==> config.mk <==
export PLATFORM = sky130hd
export DESIGN_NAME = mem_port_arbiter
export DESIGN_NICKNAME = d
export VERILOG_FILES = /design/src/rtl/mem_arb_pkg.sv /design/src/rtl/mem_port_arbiter.sv
export SDC_FILE = /design/constraint.sdc
export NUM_CORES = 1
export LEC_CHECK = 0
export ABC_CLOCK_PERIOD_IN_PS = 1850
export BUFFER_PORTS_ARGS = -buffer_cell sky130_fd_sc_hd__buf_2
export CORE_AREA = 2 2 95 97
export CTS_CLUSTER_SIZE = 10
export DETAILED_ROUTE_END_ITERATION = 10
export DIE_AREA = 0 0 97 99
export SLEW_MARGIN = 10
export SYNTH_ARGS = -nofsm -noshare
export SYNTH_HDL_FRONTEND = slang
export SYNTH_SLANG_ARGS = --single-unit
==> constraint.sdc <==
create_clock -name clk_i -period 1.85 [get_ports clk_i]
set_clock_uncertainty 0.15 [all_clocks]
set_input_delay 0.185 -clock clk_i [delete_from_list [all_inputs] [get_ports clk_i]]
set_output_delay 0.185 -clock clk_i [all_outputs]
set_load 0.02 [all_outputs]
==> src/rtl/mem_arb_pkg.sv <==
// Shared definitions for the two-requester memory port arbiter:
// bus widths, legal latency bounds and the FSM state encoding.
package mem_arb_pkg;

  localparam int ADDR_W      = 32;
  localparam int DATA_W      = 32;
  localparam int MEM_LAT_MIN = 1;
  localparam int MEM_LAT_MAX = 8;

  typedef enum logic {
    ST_IDLE = 1'b0,
    ST_WAIT = 1'b1
  } arb_state_e;

endpackage

==> src/rtl/mem_port_arbiter.sv <==
// Round-robin arbiter sharing one single-ported, fixed-latency memory between
// an instruction-fetch port and a data port; one access every MEM_LAT cycles.
module mem_port_arbiter
  import mem_arb_pkg::*;
#(
  parameter int MEM_LAT = 1
) (
  input  logic              clk_i,
  input  logic              rst_ni,
  input  logic              if_req_i,
  input  logic [ADDR_W-1:0] if_addr_i,
  output logic              if_gnt_o,
  output logic              if_rvalid_o,
  input  logic              d_req_i,
  input  logic              d_we_i,
  input  logic [3:0]        d_be_i,
  input  logic [ADDR_W-1:0] d_addr_i,
  input  logic [DATA_W-1:0] d_wdata_i,
  output logic              d_gnt_o,
  output logic              d_rvalid_o,
  output logic [DATA_W-1:0] rdata_o,
  output logic              mem_req_o,
  output logic              mem_we_o,
  output logic [3:0]        mem_be_o,
  output logic [ADDR_W-1:0] mem_addr_o,
  output logic [DATA_W-1:0] mem_wdata_o,
  input  logic [DATA_W-1:0] mem_rdata_i,
  output logic              busy_o
);

  localparam int CNT_W = $clog2(MEM_LAT + 1);

  if (MEM_LAT < MEM_LAT_MIN || MEM_LAT > MEM_LAT_MAX) begin : g_bad_lat
    $error("mem_port_arbiter: MEM_LAT must be within 1..8");
  end

  arb_state_e       state_r;
  arb_state_e       state_nxt_s;
  logic [CNT_W-1:0] cnt_r;
  logic [CNT_W-1:0] cnt_nxt_s;
  // last_d_r doubles as the owner of the outstanding access
  logic             last_d_r;
  logic             last_d_nxt_s;
  logic             expire_s;
  logic             open_s;
  logic             pick_d_s;
  logic             gnt_if_s;
  logic             gnt_d_s;
  logic             resp_s;

  always_comb begin
    expire_s = (state_r == ST_WAIT) && (cnt_r == CNT_W'(1));
    open_s   = rst_ni && ((state_r == ST_IDLE) || expire_s);
    // data wins alone, or on contention when fetch was served last
    pick_d_s = d_req_i && (!if_req_i || !last_d_r);
    gnt_d_s  = open_s && pick_d_s;
    gnt_if_s = open_s && if_req_i && !pick_d_s;
    resp_s   = rst_ni && expire_s;
  end

  always_comb begin
    state_nxt_s  = state_r;
    cnt_nxt_s    = cnt_r;
    last_d_nxt_s = last_d_r;
    if (gnt_if_s || gnt_d_s) begin
      state_nxt_s  = ST_WAIT;
      cnt_nxt_s    = CNT_W'(MEM_LAT);
      last_d_nxt_s = gnt_d_s;
    end else begin
      case (state_r)
        ST_WAIT: begin
          cnt_nxt_s = cnt_r - CNT_W'(1);
          if (expire_s) begin
            state_nxt_s = ST_IDLE;
          end else begin
            state_nxt_s = ST_WAIT;
          end
        end
        ST_IDLE: begin
          state_nxt_s = ST_IDLE;
          cnt_nxt_s   = '0;
        end
        default: begin
          state_nxt_s = ST_IDLE;
          cnt_nxt_s   = '0;
        end
      endcase
    end
  end

  always_ff @(posedge clk_i) begin
    if (!rst_ni) begin
      state_r  <= ST_IDLE;
      cnt_r    <= '0;
      last_d_r <= 1'b0;
    end else begin
      state_r  <= state_nxt_s;
      cnt_r    <= cnt_nxt_s;
      last_d_r <= last_d_nxt_s;
    end
  end

  always_comb begin
    if_gnt_o    = gnt_if_s;
    d_gnt_o     = gnt_d_s;
    mem_req_o   = gnt_if_s || gnt_d_s;
    mem_we_o    = 1'b0;
    mem_be_o    = 4'h0;
    mem_addr_o  = '0;
    mem_wdata_o = '0;
    if (gnt_d_s) begin
      mem_we_o    = d_we_i;
      mem_be_o    = d_be_i;
      mem_addr_o  = d_addr_i;
      mem_wdata_o = d_wdata_i;
    end else if (gnt_if_s) begin
      mem_be_o    = 4'hF;
      mem_addr_o  = if_addr_i;
    end else begin
      mem_we_o    = 1'b0;
    end
    if_rvalid_o = resp_s && !last_d_r;
    d_rvalid_o  = resp_s && last_d_r;
    rdata_o     = mem_rdata_i;
    busy_o      = rst_ni && (state_r == ST_WAIT);
  end

endmodule

* Yosys cells after proc, flatten, opt, wreduce, memory -nomap -nowiden
Cells that the tools add are included.
Widths: inputs -> output; s select.
** Cells by class
- Div/mod/pow operators :: 0
- Reductions and logical operators :: 16
- Order comparisons :: 0
- Equality and inequality tests :: 0
- Shifts and indexed selects :: 0
- Mux-type cells :: 11
- Bitwise gates (word level) :: 1
- Add/sub/neg operators :: 1
- $mul :: 0
** Operators with widths (number)
- $mux 32 :: 3
- $logic_and 1x1->1 :: 10
- $mux 4 :: 2
- $mux 1 :: 4
- $pmux 1 s2 :: 2
- $logic_not 1->1 :: 3
- $logic_or 1x1->1 :: 3
- $not 1->1 :: 1
- $sub 1x1->1 const B :: 1
** Storage, ports and cells
- Word-level logic and storage cells :: 32
- Latch bits :: 0
- Register bits :: 3
- Memories kept :: 0
- ROM bits :: 0
- Input bits :: 137
- RAM bits :: 0

* Depth between registers and ports, before layout
Gate-level depths: netlist (run 1).
- Depth after elaboration :: 7
- Depth in mapped cells :: 5

* Least setup slack after synthesis (run 1)
No wires, ideal clock.
- Kind :: flip-flop to output port
- Start :: reg last_d_r
- End :: out mem_addr_o[10]
- Setup slack :: 0.397 ns
- Data arrival time :: 1.118 ns
- Data required time :: 1.515 ns
- Stages on the path, launching flop included :: 5
- Cell sequence :: dfxtp_1 -> nand2b_1 -> nand2_2 -> buf_4 -> o22ai_1
** Between the ends
- Word-level cells in the longest chain between the ends :: 7
- Elaborated cells on any way between the ends :: 8
** Ends and longest elaborated chain
- start: declaration :: RTL line mem_port_arbiter.sv:42 : logic last_d_r;
- start signal: assignment :: RTL line mem_port_arbiter.sv:99 : last_d_r <= last_d_nxt_s;
- $logic_not 1->1 (*) :: RTL line mem_port_arbiter.sv:55 : pick_d_s = d_req_i && (!if_req_i || !last_d_r);
- $logic_or 1x1->1 (*) :: RTL line mem_port_arbiter.sv:55
- $logic_and 1x1->1 (*) :: RTL line mem_port_arbiter.sv:55
- $logic_not 1->1 :: RTL line mem_port_arbiter.sv:57 : gnt_if_s = open_s && if_req_i && !pick_d_s;
- $logic_and 1x1->1 :: RTL line mem_port_arbiter.sv:57
- $mux 32 :: RTL line mem_port_arbiter.sv:116 : end else if (gnt_if_s) begin
- $mux 32 (*) :: RTL line mem_port_arbiter.sv:111 : if (gnt_d_s) begin
- end: declaration :: RTL line mem_port_arbiter.sv:25 : output logic [ADDR_W-1:0] mem_addr_o,
Every way passes the cells marked *; elsewhere a longest branch is shown, timed or not.

* Worst setup path after layout (run 1)
- Start :: reg last_d_r
- End :: out mem_be_o[3]
** Between the ends
- Word-level cells in the longest chain between the ends :: 7
- Elaborated cells on any way between the ends :: 8
** Ends and longest elaborated chain
- $logic_not 1->1 (*) :: RTL line mem_port_arbiter.sv:55
- $logic_or 1x1->1 (*) :: RTL line mem_port_arbiter.sv:55
- $logic_and 1x1->1 (*) :: RTL line mem_port_arbiter.sv:55
- $logic_not 1->1 :: RTL line mem_port_arbiter.sv:57
- $logic_and 1x1->1 :: RTL line mem_port_arbiter.sv:57
- $mux 4 :: RTL line mem_port_arbiter.sv:116
- $mux 4 (*) :: RTL line mem_port_arbiter.sv:111
- end: declaration :: RTL line mem_port_arbiter.sv:24 : output logic [3:0] mem_be_o,
Marked as above.

==> impl_metrics.csv, run 1 <==
group,metric,value,unit
status,status,"finished clean",
routing,vias_per_cell,4.15,
power_and_ir_drop,power_density,372,mW/mm2
cts,tritoncts,"done",
power_and_ir_drop,leakage,1.29,nW
cts,post_cts_buffers,0,
global_routing,grt_max_degree,62,
critical_path,path_cells,"nand2b_1 -> nand2_2 -> buf_4 -> a21oi_1 -> buf_2",
synthesis,synth_area,0.00114,mm2
global_routing,grt_pass1_wl,8450,um
timing,slew_viol_final,0,
routing,final_antenna_net_count,0,
critical_path,cpMaxStageDelayCell,"dfxtp_1",
power_and_ir_drop,intPower,396,uW
timing,fmax,586,MHz
synthesis,synthTopCellsByArea,"buf_4 (24%), nand2_1 (23%), and3_1 (19%), o22ai_1 (18%), buf_2 (4.4%)",
timing,setup_viol,0,
routing,wl,5440,um
global_routing,antenna_found_initial,0,
synthesis,ys_seq_elements,2,
synthesis,ys_types,14,
timing,tightest_slew,0.259,ns
critical_path,required,1.51,ns
placement,place_ws,0.0684,ns
run,maxCapViolations,0,
placement,hpwl,4540,um
critical_path,critPathBufInv,2,
synthesis,yosysTopAreaCell,"buf_4",
die,boundaryPins,244,
power_and_ir_drop,comb_power_share,69.9,%
critical_path,worstSetupPathType,"reg2out",
cts,htree_levels,1,
critical_path,worstSetupStartpointType,"flop",
timing,hold_viol_final,0,
timing,period_share,92.2,%
routing,met1Wirelength,2190,um
timing,setup_ws,0.144,ns
die,num_rows,34,
timing,tns,0,ns
cts,cts_buffers,3,
cts,cts.path.max_buffers,2,
die,die_y,99,um
placement,gp_congestion,0.851,
hold_path,hold_class,"in2reg",
global_routing,track_usage,10.3,%
synthesis,synthCells,207,
synthesis,synth.yosys.seq_area_share,3.50,%
final_layout,layout.cells.non_filler,452,
routing,via_count,1878,
power_and_ir_drop,p_sw_share,45.4,%
final_layout,drive_gt1_share,55.4,%
timing,rsz0062_at_grt,"no",
cts,clock-root-buffer,"clkbuf_8",
routing,drc,0,
routing,wl_per_cell,12.0,um
critical_path,max_stage_delay,0.37,ns
final_layout,final_common_cell,"buf_2",
critical_path,cp-end-kind,"output pin",
power_and_ir_drop,p_switching,329,uW
routing,drt_iter0_markers,75,
placement,portBuffers,179,
synthesis,yosys.area.top_type_share,23.6,%
placement,dp_cells,448,
power_and_ir_drop,irDropWorstVdd,0.000467,V
die,start_util,13.4,%
critical_path,cp_max_fo,21,
routing,top_layer,"met4",
power_and_ir_drop,clkPwrFrac,23.4,%
routing,wl_met2,2660,um
die,die_x,97,um
final_layout,final_nets,482,
routing,first_pass_iters,4,
final_layout,area_growth,70.4,%
die,core_area,0.00855,mm2
critical_path,critical_path.top_delay_family,"buffers and inverters",
routing,dr_wl_met3,519,um
cts,cts.sinks,2,
placement,place_area,0.00190,mm2
timing,fin_crit,1.71,ns
synthesis,syn_area_per_cell,5.52,um2
synthesis,ys_warn_count,0,
cts,clk_latency,0.21,ns
final_layout,layout_common_cells,"buf_2 (179), nand2_1 (70), and3_1 (34)",
global_routing,grt_overflow,0,
final_layout,fin_area,0.00195,mm2
timing,max_slew_margin,82.7,%
global_routing,grt_pass1_vias,1802,
power_and_ir_drop,sequentialPowerShare,6.7,%
synthesis,synth_nets,344,
final_layout,utilization,22.8,%
cts,clk_pin_slew,0.03,ns
die,die-area,0.00960,mm2
critical_path,arrival,1.37,ns
## cell usage after synthesis (all sizes together)
master,instances
nor2,5
a21oi,5
nor2b,1
dfxtp,2
nand2,71
nand2b,2
and2,2
and3,34
o22ai,32
clkinv,1
clkbuf,6
buf,46
## cells by family after synthesis
logic type	after synthesis	share of synthesized area [%]
compound gates	37	19.7
buf+inv	53	30.3
flops	2	3.50
simple gates	115	46.5
## tightest hold or removal path: stages
cell and delay [ns]:
buf_2 0.12, nor2_1 0.06, nor2_1 0.08
## per-stage QoR
| step | hold slack [ns] | power (mW) |
|---|---|---|
| finish | 0.122 | 0.724 |
| global route | 0.172 | 0.783 |
| CTS | 0.128 | 0.732 |
| detailed placement | 0.220 | 0.556 |
| global placement | 0.220 | 0.547 |
| floorplan | 0.161 | 0.436 |
## final timing paths
check | to | start | cells after the start | slack, ns
worst min-delay path | state_r$_SDFF_PN0_ | if_req_i | 3 | 0.12
worst min register to register | last_d_r$_SDFFE_PN0P_ | last_d_r$_SDFFE_PN0P_ | 2 | 0.36
worst max register to register | last_d_r$_SDFFE_PN0P_ | last_d_r$_SDFFE_PN0P_ | 2 | 0.98
worst max-delay path | mem_be_o[3] | last_d_r$_SDFFE_PN0P_ | 5 | 0.14
## registers in the layout, summed over array words and instances (netlist names)
register  flops
state_r       1
last_d_r      1
## power groups by stage
stage	clock network (mW)	logic (mW)	registers, mW
3_3_place_gp	0	0.498	0.0489
3_5_place_dp	0	0.507	0.0492
2_1_floorplan	0	0.387	0.0487
5_1_grt	0.179	0.555	0.0493
4_1_cts	0.174	0.509	0.0488
6_report	0.169	0.506	0.0488
## final cells by class
cell class              count  area [um2]
fillers                   992        6600
repair buffers            185         966
multi-input cells         152         759
well taps                 108         135
clock buffers               3        41.3
flip-flops and latches      2        40.0
inverters                   1        3.75
diodes                      1        2.50
## routing by layer
metal / track usage [%] / vias to the layer above
met4: 2.38 / 0
li1: - / 946
met3: 1.70 / 10
met5: 0 / -
met1: 13.0 / 819
met2: 18.4 / 103
## what timing repair did
item                                    4_1_cts  5_1_grt
endpoints found under the setup margin       33       16
hold buffers                                  0        0
endpoints found under the hold margin         0        0
gates resized for setup                       1        1
Power figures use the tool's default switching activity.
==> run 2, diff against run 1 <==
--- a/config.mk
+++ b/config.mk
@@ -8,9 +8,12 @@
 export ABC_CLOCK_PERIOD_IN_PS = 1850
 export BUFFER_PORTS_ARGS = -buffer_cell sky130_fd_sc_hd__buf_2
 export CORE_AREA = 2 2 95 97
+export CTS_CLUSTER_DIAMETER = 50
 export CTS_CLUSTER_SIZE = 10
 export DETAILED_ROUTE_END_ITERATION = 10
 export DIE_AREA = 0 0 97 99
+export RECOVER_POWER = 50
+export SETUP_SLACK_MARGIN = 0.15
 export SLEW_MARGIN = 10
 export SYNTH_ARGS = -nofsm -noshare
 export SYNTH_HDL_FRONTEND = slang
==> impl_metrics.csv, run 2 (synthesis gave the netlist of run 1 again) <==
group,metric,value,unit
status,status,"finished clean",
final_layout,drive_gt1_share,51.9,%
critical_path,worstSetupPathType,"in2out",
hold_path,holdPathEnd,"state_r$_SDFF_PN0_",
final_layout,final_common_cell,"buf_2",
timing,hold_viol_final,0,
global_routing,grt_overflow,0,
routing,drc,0,
timing,max_slew_margin,80.6,%
final_layout,layout_common_cells,"buf_2 (153), nand2_1 (69), and3_1 (34)",
timing,setup_viol,0,
timing,rsz0062_at_grt,"yes",
cts,cts_buffers,3,
global_routing,grt_util_met3,1.70,%
final_layout,antenna_cells,0,
global_routing,grt_pass1_vias,1792,
run,maxCapViolations,0,
cts,htree_levels,1,
cts,ctsResizeCount,6,
cts,post_cts_buffers,0,
global_routing,grt_busiest_layer,"met2",
hold_path,hold_class,"in2reg",
critical_path,r2r-start,"last_d_r$_SDFFE_PN0P_",
die,die_y,99,um
cts,cts.path.max_buffers,2,
power_and_ir_drop,power,741,uW
timing,fmax,599,MHz
power_and_ir_drop,power_density,372,mW/mm2
die,die-area,0.00960,mm2
critical_path,required,1.51,ns
die,num_rows,34,
routing,vias_per_cell,4.19,
placement,dp_cells,448,
routing,drt_iter0_markers,65,
cts,clock-root-buffer,"clkbuf_8",
placement,gp_congestion,0.851,
power_and_ir_drop,clkPwrFrac,22.9,%
cts,tritoncts,"done",
power_and_ir_drop,p_switching,335,uW
timing,fin_crit,1.67,ns
die,die_x,97,um
global_routing,grt_pass1_wl,8430,um
final_layout,area_growth,74.3,%
hold_path,hold_depth,3,
power_and_ir_drop,sequentialPowerShare,6.7,%
power_and_ir_drop,irDropWorstVdd,0.000468,V
critical_path,cp_max_fo,39,
routing,wl,5470,um
timing,tightest_slew,0.293,ns
global_routing,grt_max_degree,62,
critical_path,worstSetupStartpointType,"input port",
die,boundaryPins,244,
final_layout,final_nets,482,
global_routing,use_met2,18.4,%
timing,tns,0,ns
power_and_ir_drop,intPower,406,uW
timing,slew_viol_final,0,
critical_path,r2r_cells,2,
final_layout,layout.cells.non_filler,451,
placement,portBuffers,179,
routing,final_antenna_net_count,0,
power_and_ir_drop,p_sw_share,45.3,%
routing,wl_per_cell,12.1,um
global_routing,antenna_found_initial,0,
power_and_ir_drop,leakage,1.24,nW
critical_path,timing.rr.end,"last_d_r$_SDFFE_PN0P_",
routing,first_pass_iters,4,
global_routing,track_usage,10.3,%
global_routing,met1_usage,12.9,%
critical_path,cp-end-kind,"output pin",
cts,postCtsHoldBufs,0,
cts,cts.sinks,2,
hold_path,min_from,"if_req_i",
placement,hpwl,4540,um
routing,via_count,1890,
cts,clk_pin_slew,0.03,ns
power_and_ir_drop,comb_power_share,70.5,%
timing,period_share,90.2,%
cts,clk_latency,0.21,ns
final_layout,fillers,997,
critical_path,arrival,1.33,ns
die,start_util,13.4,%
final_layout,reg.largest.list,"last_d_r x1, state_r x1",
die,core_area,0.00855,mm2
critical_path,ff2ff_setup_slack,1.04,ns
## run 2: cell count changes in the layout (fill, tap and decap cells not counted), sizes merged
| cell | before | now |
|---|---|---|
| diode | 1 | 0 |
| clkbuf | 3 | 21 |
| buf | 185 | 167 |
## run 2: worst max-delay path, stage by stage
cell      delay (ns)
clkbuf_1        0.21
buf_12          0.23
clkinv_1        0.25
a21oi_1         0.18
clkbuf_1        0.27
## run 2: final cells by class
class	instances	area [um2]	area share (%)
clock buffers	3	41.3	2.07
inverters	1	3.75	0.188
multi-input cells	152	788	39.5
flip-flops and latches	2	41.3	2.07
well taps	108	135	6.78
repair buffers	185	983	49.3
## run 2: how the worst max path moves through the flow
stage | endpoint | cells past startpoint | slack [ns] | startpoint
final | mem_be_o[2] | 5 | 0.18 | rst_ni
after global routing | mem_be_o[2] | 5 | 0.07 | rst_ni
after CTS | mem_be_o[2] | 5 | 0.16 | last_d_r$_SDFFE_PN0P_
after detailed placement | mem_wdata_o[25] | 4 | 0.07 | last_d_r$_SDFFE_PN0P_
after global placement | mem_wdata_o[29] | 5 | 0.11 | if_req_i
after floorplan | mem_addr_o[10] | 4 | 0.40 | last_d_r$_SDFFE_PN0P_
## run 2: power by group through the flow
stage | Clock (mW) | Sequential (mW) | Combinational (mW)
after global routing | 0.179 | 0.0498 | 0.572
after global placement | 0 | 0.0489 | 0.498
after CTS | 0.174 | 0.0488 | 0.515
after floorplan | 0 | 0.0487 | 0.387
after detailed placement | 0 | 0.0492 | 0.507
final | 0.170 | 0.0493 | 0.522
## run 2: routing by layer
metal / part of all wire [%] / vias up
met4: 1.3 / 0
met5: 0 / -
li1: - / 945
met2: 50 / 101
met3: 9.1 / 10
met1: 39 / 834
## run 2: through the flow
step | worst slack, ns | hold WS, ns | utilization, % | area [um2]
detailed placement | 0.0684 | 0.220 | 22.2 | 1900
finish | 0.181 | 0.123 | 23.3 | 1990
global route | 0.0671 | 0.172 | 23.3 | 1990
floorplan | 0.397 | 0.161 | - | 1140
global placement | 0.110 | 0.220 | 22.2 | 1900
CTS | 0.160 | 0.128 | 22.9 | 1960
